[src/rtl/divider_4bit_seq.sv]
// rtl/divider_4bit_seq.sv - sequential restoring divider, one quotient bit per clock
// Start/done handshake; divide-by-zero yields all-ones quotient and remainder = dividend.
module divider_4bit_seq #(
  parameter int WIDTH = 4
) (
  input  logic             clk,
  input  logic             rst,
  input  logic             start,
  input  logic [WIDTH-1:0] dividend,
  input  logic [WIDTH-1:0] divisor,
  output logic             busy,
  output logic             done,
  output logic [WIDTH-1:0] quotient,
  output logic [WIDTH-1:0] remainder,
  output logic             div_by_zero
);

  localparam int CW = $clog2(WIDTH + 1);
  localparam logic [CW-1:0] CNT_INIT = CW'(WIDTH);
  localparam logic [CW-1:0] CNT_LAST = CW'(1);

  typedef enum logic [1:0] {S_IDLE, S_CALC, S_DONE} state_t;

  state_t           state_q, state_d;
  logic [WIDTH-1:0] rem_q, rem_d;
  logic [WIDTH-1:0] qsh_q, qsh_d;
  logic [WIDTH-1:0] dvs_q, dvs_d;
  logic [WIDTH-1:0] quo_q, quo_d;
  logic [WIDTH-1:0] rmd_q, rmd_d;
  logic [CW-1:0]    cnt_q, cnt_d;
  logic             dbz_q, dbz_d;
  logic [WIDTH:0]   trial;
  logic [WIDTH:0]   diff;

  always_ff @(posedge clk or posedge rst) begin
    if (rst) begin
      state_q <= S_IDLE;
      rem_q   <= '0;
      qsh_q   <= '0;
      dvs_q   <= '0;
      quo_q   <= '0;
      rmd_q   <= '0;
      cnt_q   <= '0;
      dbz_q   <= 1'b0;
    end else begin
      state_q <= state_d;
      rem_q   <= rem_d;
      qsh_q   <= qsh_d;
      dvs_q   <= dvs_d;
      quo_q   <= quo_d;
      rmd_q   <= rmd_d;
      cnt_q   <= cnt_d;
      dbz_q   <= dbz_d;
    end
  end

  // Shifted partial remainder with the next dividend bit, trial-subtracted at WIDTH+1 bits.
  always_comb begin
    trial   = {rem_q, qsh_q[WIDTH-1]};
    diff    = trial - {1'b0, dvs_q};
    state_d = state_q;
    rem_d   = rem_q;
    qsh_d   = qsh_q;
    dvs_d   = dvs_q;
    quo_d   = quo_q;
    rmd_d   = rmd_q;
    cnt_d   = cnt_q;
    dbz_d   = dbz_q;
    case (state_q)
      S_IDLE: begin
        if (start) begin
          if (divisor == '0) begin
            quo_d   = '1;
            rmd_d   = dividend;
            dbz_d   = 1'b1;
            state_d = S_DONE;
          end else begin
            qsh_d   = dividend;
            dvs_d   = divisor;
            rem_d   = '0;
            cnt_d   = CNT_INIT;
            dbz_d   = 1'b0;
            state_d = S_CALC;
          end
        end
      end
      S_CALC: begin
        rem_d = diff[WIDTH] ? trial[WIDTH-1:0] : diff[WIDTH-1:0];
        qsh_d = {qsh_q[WIDTH-2:0], ~diff[WIDTH]};
        cnt_d = cnt_q - 1'b1;
        if (cnt_q == CNT_LAST) begin
          quo_d   = qsh_d;
          rmd_d   = rem_d;
          state_d = S_DONE;
        end
      end
      S_DONE:  state_d = S_IDLE;
      default: state_d = S_IDLE;
    endcase
  end

  assign busy        = (state_q == S_CALC);
  assign done        = (state_q == S_DONE);
  assign quotient    = quo_q;
  assign remainder   = rmd_q;
  assign div_by_zero = dbz_q;

endmodule

[config.mk]
export PLATFORM = sky130hd
export DESIGN_NAME = divider_4bit_seq
export DESIGN_NICKNAME = d
export VERILOG_FILES = /design/src/rtl/divider_4bit_seq.sv
export SDC_FILE = /design/constraint.sdc
export NUM_CORES = 1
export LEC_CHECK = 0
export ABC_AREA = 1
export CORE_ASPECT_RATIO = 1.1
export CORE_MARGIN = 1
export CORE_UTILIZATION = 30
export CTS_BUF_LIST = sky130_fd_sc_hd__clkbuf_4
export DETAILED_ROUTE_END_ITERATION = 8
export DONT_BUFFER_PORTS = 1
export GPL_TIMING_DRIVEN = 0
export HOLD_SLACK_MARGIN = 0.08
export PLACE_DENSITY = 0.48
export SETUP_SLACK_MARGIN = 0.2
export SLEW_MARGIN = 10
export SYNTH_ARGS = -nofsm -noshare
export SYNTH_HDL_FRONTEND = slang
export SYNTH_SLANG_ARGS = --single-unit
export TNS_END_PERCENT = 5
[constraint.sdc]
create_clock -name clk -period 1.86 [get_ports clk]
set_input_delay 0.372 -clock clk [delete_from_list [all_inputs] [get_ports clk]]
set_output_delay 0.372 -clock clk [all_outputs]
set_load 0.02 [all_outputs]
======== After elaboration in Yosys (flattened, before gate mapping) ========
Index checks and enable logic that the tools add are counted.
W data, S select, Z words.
operators by class
  eq/ne operators ......................... 7
  bitwise operators ....................... 2
  reductions and logical operators ........ 8
  add/sub/neg operators ................... 2
  multiplexer cells ....................... 23
operators by type and width
  operator               count
  $mux W4                11
  $pmux W4 S2            4
  $mux W2                3
  $mux W3                2
  $ne A2 B2 Y1 const B   3
  $pmux W3 S2            1
  $reduce_and A3 Y1      2
  $sub A5 B4 Y5          1
  $logic_not A4 Y1       1
  $pmux W2 S2            1
  $reduce_and A2 Y1      2
  $reduce_and A4 Y1      1
  $eq A3 B1 Y1 const B   1
  $sub A3 B1 Y3 const B  1
  $eq A2 B1 Y1 const B   1
  $eq A2 B2 Y1 const B   1
  $logic_not A2 Y1       1
  $ne A2 B1 Y1 const B   1
  $not A1 Y1             2
  $reduce_bool A2 Y1     1
  $mux W1                1
word-level totals
  flip-flop bits (word level) ............. 26
  word-level logic and storage cells ...... 50
  bits of input ports ..................... 11
  output and inout bits ................... 11

======== Longest topological paths before layout ========
  depth in word-level cells ............... 4
  gate-level depth with buffers ........... 12
  depth with buffers taken out ............ 12

======== Least setup slack after synthesis ========
Ideal clock, no wire load.
  kind .................................... reg2reg
  from .................................... reg qsh_q[3]
  to ...................................... reg rmd_q[3], in the netlist remainder[3]
  period minus slack after synthesis ...... 1.660 ns
  data required time ...................... 1.747 ns
  slack ................................... 0.200 ns
  cell stages (with the launch flop) ...... 13
  arrival time ............................ 1.548 ns
  cells stage by stage .................... dfrtp_1 > inv_1 > ha_1 > inv_1 > fa_1 > nand2_1 > nand2_1 > nand3_1 > nand2_1 > nand3_1 > nand3_1 > nand2_1 > inv_1
between the ends
  longest elaborated chain between the ends .. 4
RTL lines
  item                      line  RTL
  start: declaration        26    logic [WIDTH-1:0] qsh_q, qsh_d;
  start signal: assignment  48    qsh_q <= qsh_d;
  $sub A5 B4 Y5             60    diff = trial - {1'b0, dvs_q};
  $mux W4                   88    rem_d = diff[WIDTH] ? trial[WIDTH-1:0] : diff[WIDTH-1:0];
  $mux W4                   91    if (cnt_q == CNT_LAST) begin
  $pmux W4 S2               69    case (state_q)
  end signal: assignment    51    rmd_q <= rmd_d;
  end: declaration          29    logic [WIDTH-1:0] rmd_q, rmd_d;
No other way between the ends. The select of a mux whose other input is x is not followed.
A chain may end at the register's enable or synchronous reset.

======== Final worst setup path ========
  from .................................... reg qsh_q[3]
  to ...................................... reg rmd_q[0], in the netlist remainder[0]
between the ends
  longest elaborated chain between the ends .. 4
RTL lines
  item           line
  $sub A5 B4 Y5  60
  $mux W4 *      88
  $mux W4 *      91
  $pmux W4 S2 *  69
Mark *: on every way between the ends. The rest lies on a longest branch, timed or not. The select of a mux whose other input is x is not followed.

==> run_results.csv <==
group,metric,value,unit
status,outcome,"finished, final reports clean",
layout,n_antenna_cell,0,
setup_path,startpoint,"qsh_q[3]",
floorplanning,start_util,31.8,%
clock_network,cts-hold-fix-buffers,0,
power,pwr-share-clk,12.0,%
layout,stdcell_count,232,
setup_path,path_cells,"inv_2 > ha_4 > inv_2 > fa_2 > nand2_2 > nand2_2 > nand3_2 > nand2_4 > nand3_4 > nand3_2 > nand2_1 > inv_1",
floorplanning,rows,25,
sta,period_needed,1.72,ns
clock_network,numCtsBuffers,3,
sta,rsz0062_at_grt,"yes",
logic_synthesis,syn_area_per_cell,8.19,um2
layout,area_growth,21.0,%
placement,dp_cells,224,
grt,grt_overflow,0,
routing,totalWireLength,3180,um
placement,gp_congestion,0.761,
logic_synthesis,async_reset_ff_share,100,%
routing,ant_nets,0,
grt,grt_pass1_vias,1181,
floorplanning,die_w,67.0,um
logic_synthesis,synth_warnings,0,
power,switchingPower,1.62,mW
setup_path,path_max_fanout,6,
logic_synthesis,seq_area_frac_synth,46.7,%
logic_synthesis,syn_nets,188,
setup_path,cp_slowest_cell,"dfrtp_1",
logic_synthesis,synth_seq_cells,26,
placement,placed_area,1460,um2
logic_synthesis,synth_edf_count,0,
layout,drive_gt1_share,24.7,%
sta,fmax,0.583,GHz
floorplanning,die_h,73.5,um
power,p_per_area,1990,nW/um2
logic_synthesis,synthTopCellsByArea,"dfrtp_1 (47%), nand2_1 (10%), nand3_1 (8.3%)",
layout,utilization,38.5,%
routing,drc,0,
sta,worst_hold_slack,0.144,ns
clock_network,htreeDepth,1,
setup_path,worstSetupEndpoint,"remainder[0]",
logic_synthesis,yosysTopAreaCell,"dfrtp_1",
routing,dr.pass1.iters,4,
clock_network,clkTransAtPathRegs,0.16,ns
layout,num-fill-cells,459,
logic_synthesis,synthCells,170,
setup_path,r2r_setup_slack,0.14,ns
setup_path,path_depth,12,
grt,grt_pass1_wl,5330,um
run,maxCapViolCount,0,
power,p_total,3.36,mW
setup_path,crit-reg2reg-launch,"qsh_q[3]",
hold_path,hold_class,"input port to asynchronous set/reset pin",
logic_synthesis,synth_common_cells,"nand2_1 (38), inv_1 (27), dfrtp_1 (26)",
clock_network,clk_latency,0.34,ns
setup_path,cp_data_required_time,2.12,ns
sta,worst_pin_slew,1.03,ns
logic_synthesis,netlist_area,1390,um2
power,swShare,48.1,%
setup_path,r2r_cells,12,
routing,num_vias,1147,
placement,dp_slack,0.0505,ns
setup_path,critPathLaunchType,"flip-flop",
setup_path,path_buf_inv,3,
placement,portBuffers,0,
sta,hold_violations,0,
power,p_seq_share,32.3,%
sta,final-max-slew-violation-count,0,
setup_path,critical_path_class,"flip-flop to flip-flop",
sta,finClkSkew,0.00928,ns
routing,via_per_inst,4.94,
grt,grt_max_degree,27,
routing,routedWlPerCell,13.7,um
power,comb_power_share,55.7,%
layout,nets,197,
setup_path,path_delay_family,"simple AND/OR/NAND/NOR gates",
logic_synthesis,yosysTopAreaCellShare,46.7,%
sta,layout_setup_ws,0.143,ns
floorplanning,boundaryPins,22,
setup_path,endpoint_kind,"flip-flop",
grt,antenna_found_initial,0,
layout,fin_area,1690,um2
power,p_leak,0.814,nW
clock_network,clk_path_buf_depth,2,
clock_network,clockRootBuffer,"clkbuf_4",
setup_path,worst_ep_arrival_time,1.98,ns
sta,finalSetupViolCount,0,
sta,slew_headroom,31.5,%
routing,drt-initial-drc-count,36,
placement,hpwl,2200,um
sta,timing.final.crit_share,92.3,%
setup_path,max_stage_delay,0.42,ns
logic_synthesis,ys.flop_type,"dfrtp_1",
power,p_int,1.74,mW
grt,gr-usage-all-layers,14.4,%
floorplanning,fp.dieArea,4920,um2
power,ir_worst_vdd,0.778,mV
clock_network,cts_sinks,26,
logic_synthesis,ys_types,24,
sta,fin_tns_setup,0,ns
floorplanning,core-area,4380,um2
logic_synthesis,synth_most_common_cell,"nand2_1",
clock_network,cts_tree,"done",
setup_path,r2r-end,"remainder[0]",
==> logic make-up (layout without fill, tap and decap cells) <==
group | after synthesis | after routing | synth area share (%)
flip-flops | 26 | 26 | 46.7
AND/OR/NAND/NOR | 79 | 79 | 25.7
XOR/XNOR | 1 | 1 | 0.629
adder cells (fa/ha/maj) | 7 | 7 | 6.83
buffers and inverters | 33 | 41 | 9.79
AO/OA/AOI/OAI | 24 | 24 | 10.3
==> metal layers <==
metal	routed length (um)	up-vias	track usage, %
li1	-	561	-
met1	1360	560	17.7
met2	1670	17	23.7
met3	60	9	1.86
met4	91	0	8.98
met5	0	-	0
==> worst min path at each step <==
stage / to / slack, ns / depth (start not counted)
5_1_grt: dvs_q[0] / 0.15 / 2
3_5_place_dp: dvs_q[0] / 0.49 / 2
6_report: quotient[1] / 0.14 / 1
2_1_floorplan: cnt_q[0] / 0.41 / 1
4_1_cts: dvs_q[0] / 0.15 / 2
3_3_place_gp: dvs_q[0] / 0.49 / 2
==> state kept, by name, indices dropped and copies added, names as in the netlist <==
signal,count
quotient,4
state_q,2
cnt_q,3
dvs_q,4
qsh_q,4
rem_q,4
remainder,4
div_by_zero,1
==> layout make-up <==
class	instances	area [um2]	area share (%)
multi-input cells	111	744	44.2
plain buffers	3	21.3	1.26
clock inverters	1	30.0	1.78
repair buffers	4	33.8	2.00
inverters	30	115	6.83
well taps	54	67.6	4.01
flip-flops and latches	26	651	38.6
clock buffers	3	22.5	1.34
==> layout by cell type (no fill, tap or decap), drive strengths merged <==
cell type   n
a21oi       3
a2bb2oi     3
a31oi       2
buf         7
bufinv      1
clkbuf      3
dfrtp      26
fa          1
ha          6
inv        30
nand2      38
nand3      24
nor2       12
nor3        1
o211ai      1
o21a        1
o21ai      13
o22ai       1
or2         4
xor2        1
==> what timing repair did <==
item	CTS	global route
setup endpoints to repair	10	11
pin swaps	7	3
resized for setup	26	6
buffers inserted	3	1
==> power by group through the flow <==
stage | Sequential, mW | Combinational [mW] | Clock (mW)
after floorplan | 1.05 | 1.16 | 0
after global placement | 1.08 | 1.42 | 0
after detailed placement | 1.09 | 1.45 | 0
after CTS | 1.09 | 1.75 | 0.414
after global routing | 1.11 | 2.11 | 0.425
final | 1.08 | 1.87 | 0.404
Note: power is estimated with default switching activity, not from simulation.
